--- config.mk ---
export PLATFORM = sky130hd
export DESIGN_NAME = flash_arbiter
export DESIGN_NICKNAME = d
export VERILOG_FILES = /design/src/rtl/flash_arb_pkg.sv /design/src/rtl/rr_arbiter2.sv /design/src/rtl/flash_arbiter.sv
export SDC_FILE = /design/constraint.sdc
export NUM_CORES = 1
export LEC_CHECK = 0
export CORE_UTILIZATION = 43
export DETAILED_ROUTE_END_ITERATION = 8
export HOLD_SLACK_MARGIN = 0.12
export PLACE_DENSITY = 0.89
export SLEW_MARGIN = 15
export SYNTH_ARGS = -nofsm -noshare
export SYNTH_HDL_FRONTEND = slang
export SYNTH_SLANG_ARGS = --single-unit
--- constraint.sdc ---
create_clock -name clk_i -period 5.1 [get_ports clk_i]
set_input_delay 0.765 -clock clk_i [delete_from_list [all_inputs] [get_ports clk_i]]
set_output_delay 0.765 -clock clk_i [all_outputs]
set_load 0.02 [all_outputs]
--- src/rtl/flash_arb_pkg.sv ---
// Shared types for the SPI flash port arbiter: FSM states, requester
// indices and the operation encoding derived from we/tga.
package flash_arb_pkg;

  typedef enum logic [2:0] {
    ST_GAP,
    ST_IDLE,
    ST_ISSUE,
    ST_BACKOFF,
    ST_DONE
  } state_e;

  localparam logic REQ_PATCH    = 1'b0;
  localparam logic REQ_SETTINGS = 1'b1;

  typedef enum logic [1:0] {
    OP_READ,
    OP_WRITE,
    OP_ERASE
  } op_e;

  // tga only has meaning when we is set; a read never carries the erase tag
  function automatic op_e op_decode(input logic we, input logic tga);
    if (!we) return OP_READ;
    return tga ? OP_ERASE : OP_WRITE;
  endfunction

endpackage

--- src/rtl/rr_arbiter2.sv ---
// Two-way round-robin grant; the last-grant pointer moves only when the
// owner of the port strobes update_i.
module rr_arbiter2
  import flash_arb_pkg::*;
(
  input  logic       clk_i,
  input  logic       rst_ni,
  input  logic [1:0] req_i,
  input  logic       update_i,
  input  logic       update_idx_i,
  output logic       grant_o,
  output logic       valid_o
);

  logic last_q;

  // Reset to the settings requester so the patch loader wins the first tie
  always_ff @(posedge clk_i or negedge rst_ni) begin
    if (!rst_ni) begin
      last_q <= REQ_SETTINGS;
    end else if (update_i) begin
      last_q <= update_idx_i;
    end
  end

  always_comb begin
    valid_o = |req_i;
    if (req_i == 2'b11) begin
      grant_o = ~last_q;
    end else if (req_i[REQ_SETTINGS]) begin
      grant_o = REQ_SETTINGS;
    end else begin
      grant_o = REQ_PATCH;
    end
  end

endmodule

--- src/rtl/flash_arbiter.sv ---
// Shares the single SPI flash slave port between the patch loader and the
// settings store, hiding flash-busy retries behind a timed back-off.
module flash_arbiter
  import flash_arb_pkg::*;
#(
  parameter int BACKOFF_CYCLES = 1000,
  parameter int GAP_CYCLES     = 8,
  parameter int MAX_RETRY      = 50000,
  parameter int RETRY_W        = 16
) (
  input  logic            clk_i,
  input  logic            rst_ni,
  input  logic [1:0][23:0] s_adr_i,
  input  logic [1:0][31:0] s_dat_i,
  input  logic [1:0]      s_we_i,
  input  logic [1:0]      s_tga_i,
  input  logic [1:0]      s_stb_i,
  output logic [31:0]     s_dat_o,
  output logic [1:0]      s_ack_o,
  output logic [1:0]      s_err_o,
  output logic [23:0]     m_adr_o,
  output logic [31:0]     m_dat_o,
  output logic            m_we_o,
  output logic            m_tga_o,
  output logic            m_stb_o,
  input  logic [31:0]     m_dat_i,
  input  logic            m_ack_i,
  input  logic            m_rty_i
);

  localparam int BO_LEN = (BACKOFF_CYCLES > GAP_CYCLES) ? BACKOFF_CYCLES : GAP_CYCLES;
  localparam int CNT_W  = $clog2(BO_LEN + 1);
  localparam logic [CNT_W-1:0]   GAP_LAST  = CNT_W'(GAP_CYCLES - 1);
  localparam logic [CNT_W-1:0]   BO_LAST   = CNT_W'(BO_LEN - 1);
  localparam logic [RETRY_W-1:0] RETRY_MAX = RETRY_W'(MAX_RETRY);

  state_e               state;
  logic [CNT_W-1:0]     cnt;
  logic [RETRY_W-1:0]   retry_cnt;
  logic                 grant_q;
  logic                 arb_grant;
  logic                 arb_valid;
  logic                 req_live;
  logic                 stb_ack;
  logic                 stb_rty;
  logic                 retry_last;
  logic                 ptr_upd;
  op_e                  grant_op;

  assign req_live   = s_stb_i[grant_q];
  assign stb_ack    = (state == ST_ISSUE) && m_stb_o && m_ack_i;
  assign stb_rty    = (state == ST_ISSUE) && m_stb_o && !m_ack_i && m_rty_i;
  assign retry_last = (retry_cnt + RETRY_W'(1)) == RETRY_MAX;
  assign grant_op   = op_decode(s_we_i[arb_grant], s_tga_i[arb_grant]);

  // The pointer moves whenever the granted request finishes, fails or is abandoned
  assign ptr_upd = stb_ack
                 || (stb_rty && (retry_last || !req_live))
                 || ((state == ST_ISSUE) && !m_stb_o && !req_live)
                 || ((state == ST_BACKOFF) && !req_live);

  rr_arbiter2 u_rr (
    .clk_i        (clk_i),
    .rst_ni       (rst_ni),
    .req_i        (s_stb_i),
    .update_i     (ptr_upd),
    .update_idx_i (grant_q),
    .grant_o      (arb_grant),
    .valid_o      (arb_valid)
  );

  // ISSUE is entered with m_stb_o low from IDLE (strobe rises one cycle later)
  // and with m_stb_o already high from BACKOFF, so the back-off is exact
  always_ff @(posedge clk_i or negedge rst_ni) begin
    if (!rst_ni) begin
      state     <= ST_GAP;
      cnt       <= '0;
      retry_cnt <= '0;
      grant_q   <= 1'b0;
      s_dat_o   <= '0;
      s_ack_o   <= '0;
      s_err_o   <= '0;
      m_adr_o   <= '0;
      m_dat_o   <= '0;
      m_we_o    <= 1'b0;
      m_tga_o   <= 1'b0;
      m_stb_o   <= 1'b0;
    end else begin
      s_ack_o <= '0;
      s_err_o <= '0;
      case (state)
        ST_GAP: begin
          if (cnt == GAP_LAST) begin
            cnt   <= '0;
            state <= ST_IDLE;
          end else begin
            cnt <= cnt + CNT_W'(1);
          end
        end
        ST_IDLE: begin
          if (arb_valid) begin
            grant_q   <= arb_grant;
            m_adr_o   <= s_adr_i[arb_grant];
            m_dat_o   <= s_dat_i[arb_grant];
            m_we_o    <= (grant_op != OP_READ);
            m_tga_o   <= (grant_op == OP_ERASE);
            retry_cnt <= '0;
            state     <= ST_ISSUE;
          end
        end
        ST_ISSUE: begin
          if (!m_stb_o) begin
            if (!req_live) begin
              cnt   <= '0;
              state <= ST_GAP;
            end else begin
              m_stb_o <= 1'b1;
            end
          end else if (m_ack_i) begin
            s_dat_o <= m_dat_i;
            m_stb_o <= 1'b0;
            state   <= ST_DONE;
            if (req_live) s_ack_o[grant_q] <= 1'b1;
          end else if (m_rty_i) begin
            m_stb_o   <= 1'b0;
            retry_cnt <= retry_cnt + RETRY_W'(1);
            cnt       <= '0;
            if (!req_live) begin
              state <= ST_GAP;
            end else if (retry_last) begin
              s_err_o[grant_q] <= 1'b1;
              state            <= ST_DONE;
            end else begin
              state <= ST_BACKOFF;
            end
          end
        end
        ST_BACKOFF: begin
          if (!req_live) begin
            cnt   <= '0;
            state <= ST_GAP;
          end else if (cnt == BO_LAST) begin
            cnt     <= '0;
            m_stb_o <= 1'b1;
            state   <= ST_ISSUE;
          end else begin
            cnt <= cnt + CNT_W'(1);
          end
        end
        ST_DONE: begin
          cnt   <= '0;
          state <= ST_GAP;
        end
        default: begin
          cnt   <= '0;
          state <= ST_GAP;
        end
      endcase
    end
  end

endmodule
# Word level (Yosys, flattened, before mapping)
# Cells that the tools add are included.
[word_totals]
regBits = 126
out_inout_bits = 95
inputBits = 154
latchBits = 0
wordCells = 124
romBits = 0
mem_bits_rw = 0
mem_count = 0
[op_classes]
n_eq_ne = 20
shifts = 0
mul = 0
n_div = 0
order_cmp = 3
muxes = 57
n_reduce_logical = 27
add_sub_neg = 2
n_bitwise = 2
[op_table]
columns = ["operator", "count"]
rows = [
  ["10-bit two-way mux", 7],
  ["16-bit two-way mux", 4],
  ["32-bit two-way mux", 2],
  ["24-bit two-way mux", 2],
  ["10-bit case mux with 4 select lines", 1],
  ["16-bit case mux with 2 select lines", 1],
  ["3-bit two-way mux", 10],
  ["2-bit two-way mux", 12],
  ["16-bit by 1-bit adder with 16-bit output, second input constant", 1],
  ["16-bit == test, second input constant", 1],
  ["1-bit two-way mux", 15],
  ["2-bit inequality test, second input constant", 6],
  ["3-bit case mux with 4 select lines", 1],
  ["10-bit by 1-bit adder with 10-bit output, second input constant", 1],
  ["10-bit == test, second input constant", 1],
  ["10-bit by 3-bit == test with 1-bit output, second input constant", 1],
  ["5-bit AND reduction", 2],
  ["1-bit logical AND", 9],
  ["3-bit inequality test, second input constant", 3],
  ["3-bit by 2-bit == test with 1-bit output, second input constant", 2],
  ["3-bit AND reduction", 2],
  ["2-bit nonzero test", 3],
  ["2-bit == test, second input constant", 2],
  ["1-bit logical OR", 4],
  ["other kinds (14)", 18],
]

# Depth between registers and ports, before layout
[depth]
depth_word = 10
ltp_mapped = 9
depth_no_buf = 7

# Cells and area by module
# From an unflattened synthesis, not the netlist that was laid out.
[hier_totals]
hier_cells = 580
hier_area_um2 = 6155.9
[by_module_without_submodules]
columns = ["module", "area_each_um2", "instances", "cells_each", "seq_area_each_um2"]
rows = [
  ["flash_arbiter", 6100.9, 1, 576, 3128.0],
  ["rr_arbiter2", 55.1, 1, 4, 26.3],
]

# Worst setup path before layout
# No wires, ideal clock.
[synth_path]
path_kind = "flip-flop to flip-flop"
start = "register retry_cnt[0]"
end = "register u_rr.last_q"
setup_time_ps = 75
n_path_buf = 0
path_stages_with_launch = 8
required_time_ps = 5025
period_less_slack_ps = 2022
arrival_ps = 1947
slack_ps = 3078
path_cell_list = "dfrtp_1 ha_1 nand2_1 xor2_1 nor3b_2 o2111ai_1 nor4b_4 mux2i_1"
[synth_via]
elab_chain_cells = 7
[synth_lines]
columns = ["element", "line", "text"]
rows = [
  ["from (decl)", "flash_arbiter.sv:39", "logic [RETRY_W-1:0] retry_cnt;"],
  ["from (signal assigned)", "flash_arbiter.sv:126", "retry_cnt <= retry_cnt + RETRY_W'(1);"],
  ["16-bit by 1-bit adder with 16-bit output", "flash_arbiter.sv:53", "assign retry_last = (retry_cnt + RETRY_W'(1)) == RETRY_MAX;"],
  ["16-bit == test", "flash_arbiter.sv:53", ""],
  ["1-bit logical OR", "flash_arbiter.sv:58", "|| (stb_rty && (retry_last || !req_live))"],
  ["1-bit logical AND", "flash_arbiter.sv:58", ""],
  ["1-bit logical OR", "flash_arbiter.sv:58", ""],
  ["1-bit logical OR", "flash_arbiter.sv:59", "|| ((state == ST_ISSUE) && !m_stb_o && !req_live)"],
  ["1-bit logical OR", "flash_arbiter.sv:60", "|| ((state == ST_BACKOFF) && !req_live);"],
  ["to (signal assigned)", "rr_arbiter2.sv:22", "last_q <= update_idx_i;"],
  ["to (decl)", "rr_arbiter2.sv:15", "logic last_q;"],
]
# No other way between the ends.
# A chain may end at the register's enable or synchronous reset.

# Worst setup path in the final report
[layout_path]
start = "input s_stb_i[1]"
end = "register m_adr_o[23]"
[layout_via]
elab_chain_cells = 4
elab_cells_between_ends = 7
classes_between = "eq/ne: 1; mux: 4; reduce/logical: 2"
[layout_lines]
columns = ["element", "line", "text"]
rows = [
  ["from (decl)", "flash_arbiter.sv:17", "input logic [1:0] s_stb_i,"],
  ["2-bit == test or 1-bit two-way mux (tied branches)", "rr_arbiter2.sv:28, rr_arbiter2.sv:30", ""],
  ["1-bit two-way mux", "rr_arbiter2.sv:28", "if (req_i == 2'b11) begin"],
  ["24-bit two-way mux (implied by the code) (2 in series)", "flash_arbiter.sv:103", "m_adr_o <= s_adr_i[arb_grant];"],
  ["to (signal assigned)", "flash_arbiter.sv:103", ""],
  ["to (decl)", "flash_arbiter.sv:21", "output logic [23:0] m_adr_o,"],
]
# Parallel ways exist; a longest one is shown, timed or not. The select of a mux whose other input is x is not followed.

==> summary.md <==
| Metric | Value |
|---|---|
| Outcome | `finished, final reports clean` |
| Cell accounting for the most synthesized area | `dfrtp_1` |
| Core Rows | `between 40 and 50` |
| Final GP Congestion | `0.805` |
| Core Area | `between 10000 and 15000 um2` |
| Post-synth EDFFs | `0` |
| Max Slew Vio Count | `0` |
| Final Hold Viols | `0` |
| Worst Setup SP | `s_stb_i[1]` |
| Clock skew | `10.9 ps` |
| Dpl hpwl | `about 12 mm` |
| Worst vdd ir | `0.181 mV` |
| DR pass1 iterations | `4` |
| WS Path Type | `in -> reg` |
| WL per Instance | `17.2 um` |
| Static leakage power | `slightly above 0.004 uW` |
| Post-synthesis sequential area ratio | `approximately half` |
| CTS tree | `done` |
| Htree depth | `4` |
| Yosys warns | `0` |
| Synth Flop Type | `dfrtp_1` |
| Vias in the first global route | `between 5000 and 6000` |
| Max Cap Viol | `0` |
| Layout Nets | `980` |
| Slew @ Worst Pin | `953 ps` |
| Final Critical Period | `about 2800 ps` |
| P&R area growth vs syn | `53.2%` |
| Final std cells w/o fill | `around 1000` |
| Mapped Cells | `580` |
| Syn Std Cell Area | `just over 6000 um2` |
| Total wire length | `around 17 mm` |
| Yosys reg bits | `roughly 130` |
| Post-route cell area | `around 9300 um2` |
| Net switching power | `between 600 and 700 uW` |
| Post-synth cell types | `between 50 and 60` |
| Tcrit/Tclk final | `about 55%` |
| Gr usage total | `between 20 and 25%` |
| Worst r2r src | `state[1]$_DFFE_PN0P_` |
| Sequential share of power | `about 40%` |
| DR vias/cell | `~5.4` |
| Setup crit end kind | `register` |
| Share of layout cells above drive strength 1 | `~10%` |
| Global-route wire length before repair | `between 20 and 30 mm` |
| Worst setup SP type | `input port` |
| GR Overflow Total | `0` |
| Crit path DAT | `around 3000 ps` |
| Post-route ant nets | `0` |
| Initial Util | `between 40% and 50%` |
| Reg2Reg Setup Slack | `roughly 2600 ps` |
| Fillers | `969` |
| Placed cells | `between 900 and 1000` |
| RSZ-0062 raised after global routing | `no` |
| Synth area leaders | `dfrtp_1 (52%), mux2i_1 (10%), mux2_2 (6.3%)` |
| Clock sink count | `approximately 130` |
| Worst Path Max Fanout | `21` |
| Worst skew pair latency | `around 420 ps` |
| Dpl cell area | `8700 um2` |
| Final-report setup violation count | `0` |
| Ports | `approximately 250` |
| Largest net degree at the start of global routing | `between 80 and 90` |
| Clock share of power | `about 45%` |
| Post-CTS setup buffers | `0` |
| Antenna Cells | `0` |
| Final setup TNS | `0 ps` |
| Die Outline Area | `14600 um2` |
| DRC | `0` |
| Cts hold-fix bufs | `0` |
| Post-cts sizing count | `0` |
| Rel. slew slack | `36.3%` |
| Post-synth ARST share | `100%` |
| Synth top area share | `between 50% and 60%` |
| P per Cell Area | `about 290 nW/um2` |
| Synthesized area per cell | `10.5 um2` |
| Maximum clock rate | `354 MHz` |
| Sw frac | `between 20% and 30%` |
| Hold Path Class | `in -> async` |
| Number of buffers added on ports | `around 250` |
| Chip width | `121 um` |
| Clock buffer depth | `2` |
| Antenna violations before repair | `0` |
| Clock root buffer | `clkbuf_16` |
| Comb pwr share | `14.5%` |
| Via count | `5455` |
| Req. time, crit path | `roughly 5400 ps` |
| Clk pin slew, worst setup/hold paths | `60 ps` |
| Syn Nets | `between 700 and 800` |
| DIE HEIGHT | `121 um` |
| CTS Buf Count | `17` |
| Internal power | `approximately 2000 uW` |
| Initial DRC Count | `293` |
==> synth_stat cells (3+ instances only) <==
library cell / n
dfrtp_1: 125
nand2_1: 27
nand2b_1: 4
nor3_1: 3
o21ai_1: 8
a21oi_1: 70
and3_1: 6
o21ai_0: 31
a31oi_1: 7
o31ai_1: 10
and3b_1: 3
nand3_1: 11
nand4_1: 3
mux2_2: 34
inv_1: 7
o21a_1: 3
buf_2: 12
ha_1: 3
nor2b_1: 4
clkbuf_1: 16
nor2_1: 84
mux2i_1: 62
o2111ai_1: 3
or4_1: 3
==> cell families after synthesis <==
logic type	synth area share (%)
fa+ha+maj	0.618
simple gates	14.2
compound gates	13.5
buf+inv	2.78
flops	52.0
mux	16.5
xor+xnor	0.433
==> layout by cell type, fill, tap and decap left out, types with 3 or more instances in the layout <==
cell type	n
and3b_1	3
mux2i_1	62
a21oi_1	70
nor2_1	84
nor2b_1	4
dfrtp_1	125
o21a_1	3
nand2_1	27
ha_1	3
mux2_2	34
nor3_1	3
buf_4	8
o2111ai_1	3
nand3_1	11
o21ai_0	31
bufinv_16	3
or4_1	3
nand2b_1	4
o31ai_1	10
nand4_1	3
a31oi_1	7
o21ai_1	8
clkbuf_16	17
clkinv_4	3
clkdlybuf4s50_1	247
and3_1	6
inv_1	7
==> registers in the layout, indices dropped and copies added (netlist names), 2 cells and up <==
signal	cells
m_dat_o	32
s_dat_o	32
m_adr_o	24
retry_cnt	16
cnt	10
state	3
s_ack_o	2
s_err_o	2
==> routing by layer <==
metal / wire [um] / vias up / global-route usage, %
li1: - / 2569 / -
met1: 6500 / 2615 / 27.3
met2: 8920 / 229 / 40.9
met3: 1490 / 42 / 8.68
met4: 478 / 0 / 11.0
met5: 0 / - / 0
==> through the flow <==
step           setup WS [ps]  util (%)  power, uW  hold slack, ps
6_report                2280      67.2       2680             326
5_1_grt                 2130      67.2       2770             359
4_1_cts                 2280      67.2       2700             343
3_5_place_dp            1900      62.9       1480             493
3_3_place_gp            2000      62.9       1470             467
2_1_floorplan           3080         -       1220             450
==> worst paths after layout <==
kind / depth (start not counted) / end
worst max register to register: 5 / retry_cnt[5]$_DFFE_PN0P_
min in group clk_i: 1 / s_dat_o[6]$_DFFE_PN0P_
worst min-delay path: 1 / m_dat_o[20]$_DFFE_PN0P_
max in group asynchronous: 2 / s_dat_o[22]$_DFFE_PN0P_
worst min register to register: 1 / s_dat_o[6]$_DFFE_PN0P_
worst max-delay path: 5 / m_adr_o[23]$_DFFE_PN0P_
==> worst max-delay path, cell delays in order <==
cell	delay (ps)
clkdlybuf4s50_1	610
a21boi_4	810
buf_4	480
mux2i_1	270
a21oi_1	100
==> power by group through the flow <==
| stage | Combinational [uW] | Clock (uW) | Sequential, uW |
|---|---|---|---|
| after floorplan | 83.0 | 0 | 1140 |
| after global placement | 383 | 0 | 1090 |
| after detailed placement | 390 | 0 | 1090 |
| after CTS | 393 | 1230 | 1070 |
| after global routing | 417 | 1280 | 1080 |
| final | 389 | 1210 | 1070 |
==> final cells by class <==
| class | instances | area [um2] | share of cell area, % |
|---|---|---|---|
| Sequential cell | 126 | 3150 | 33.9 |
| Timing Repair Buffer | 255 | 2530 | 27.2 |
| Clock buffer | 19 | 453 | 4.87 |
| Clock inverter | 10 | 141 | 1.52 |
| Inverter | 7 | 26.3 | 0.283 |
| Tap cell | 180 | 225 | 2.42 |
| Multi-Input combinational cell | 416 | 2770 | 29.7 |
Power figures use the tool's default switching activity.
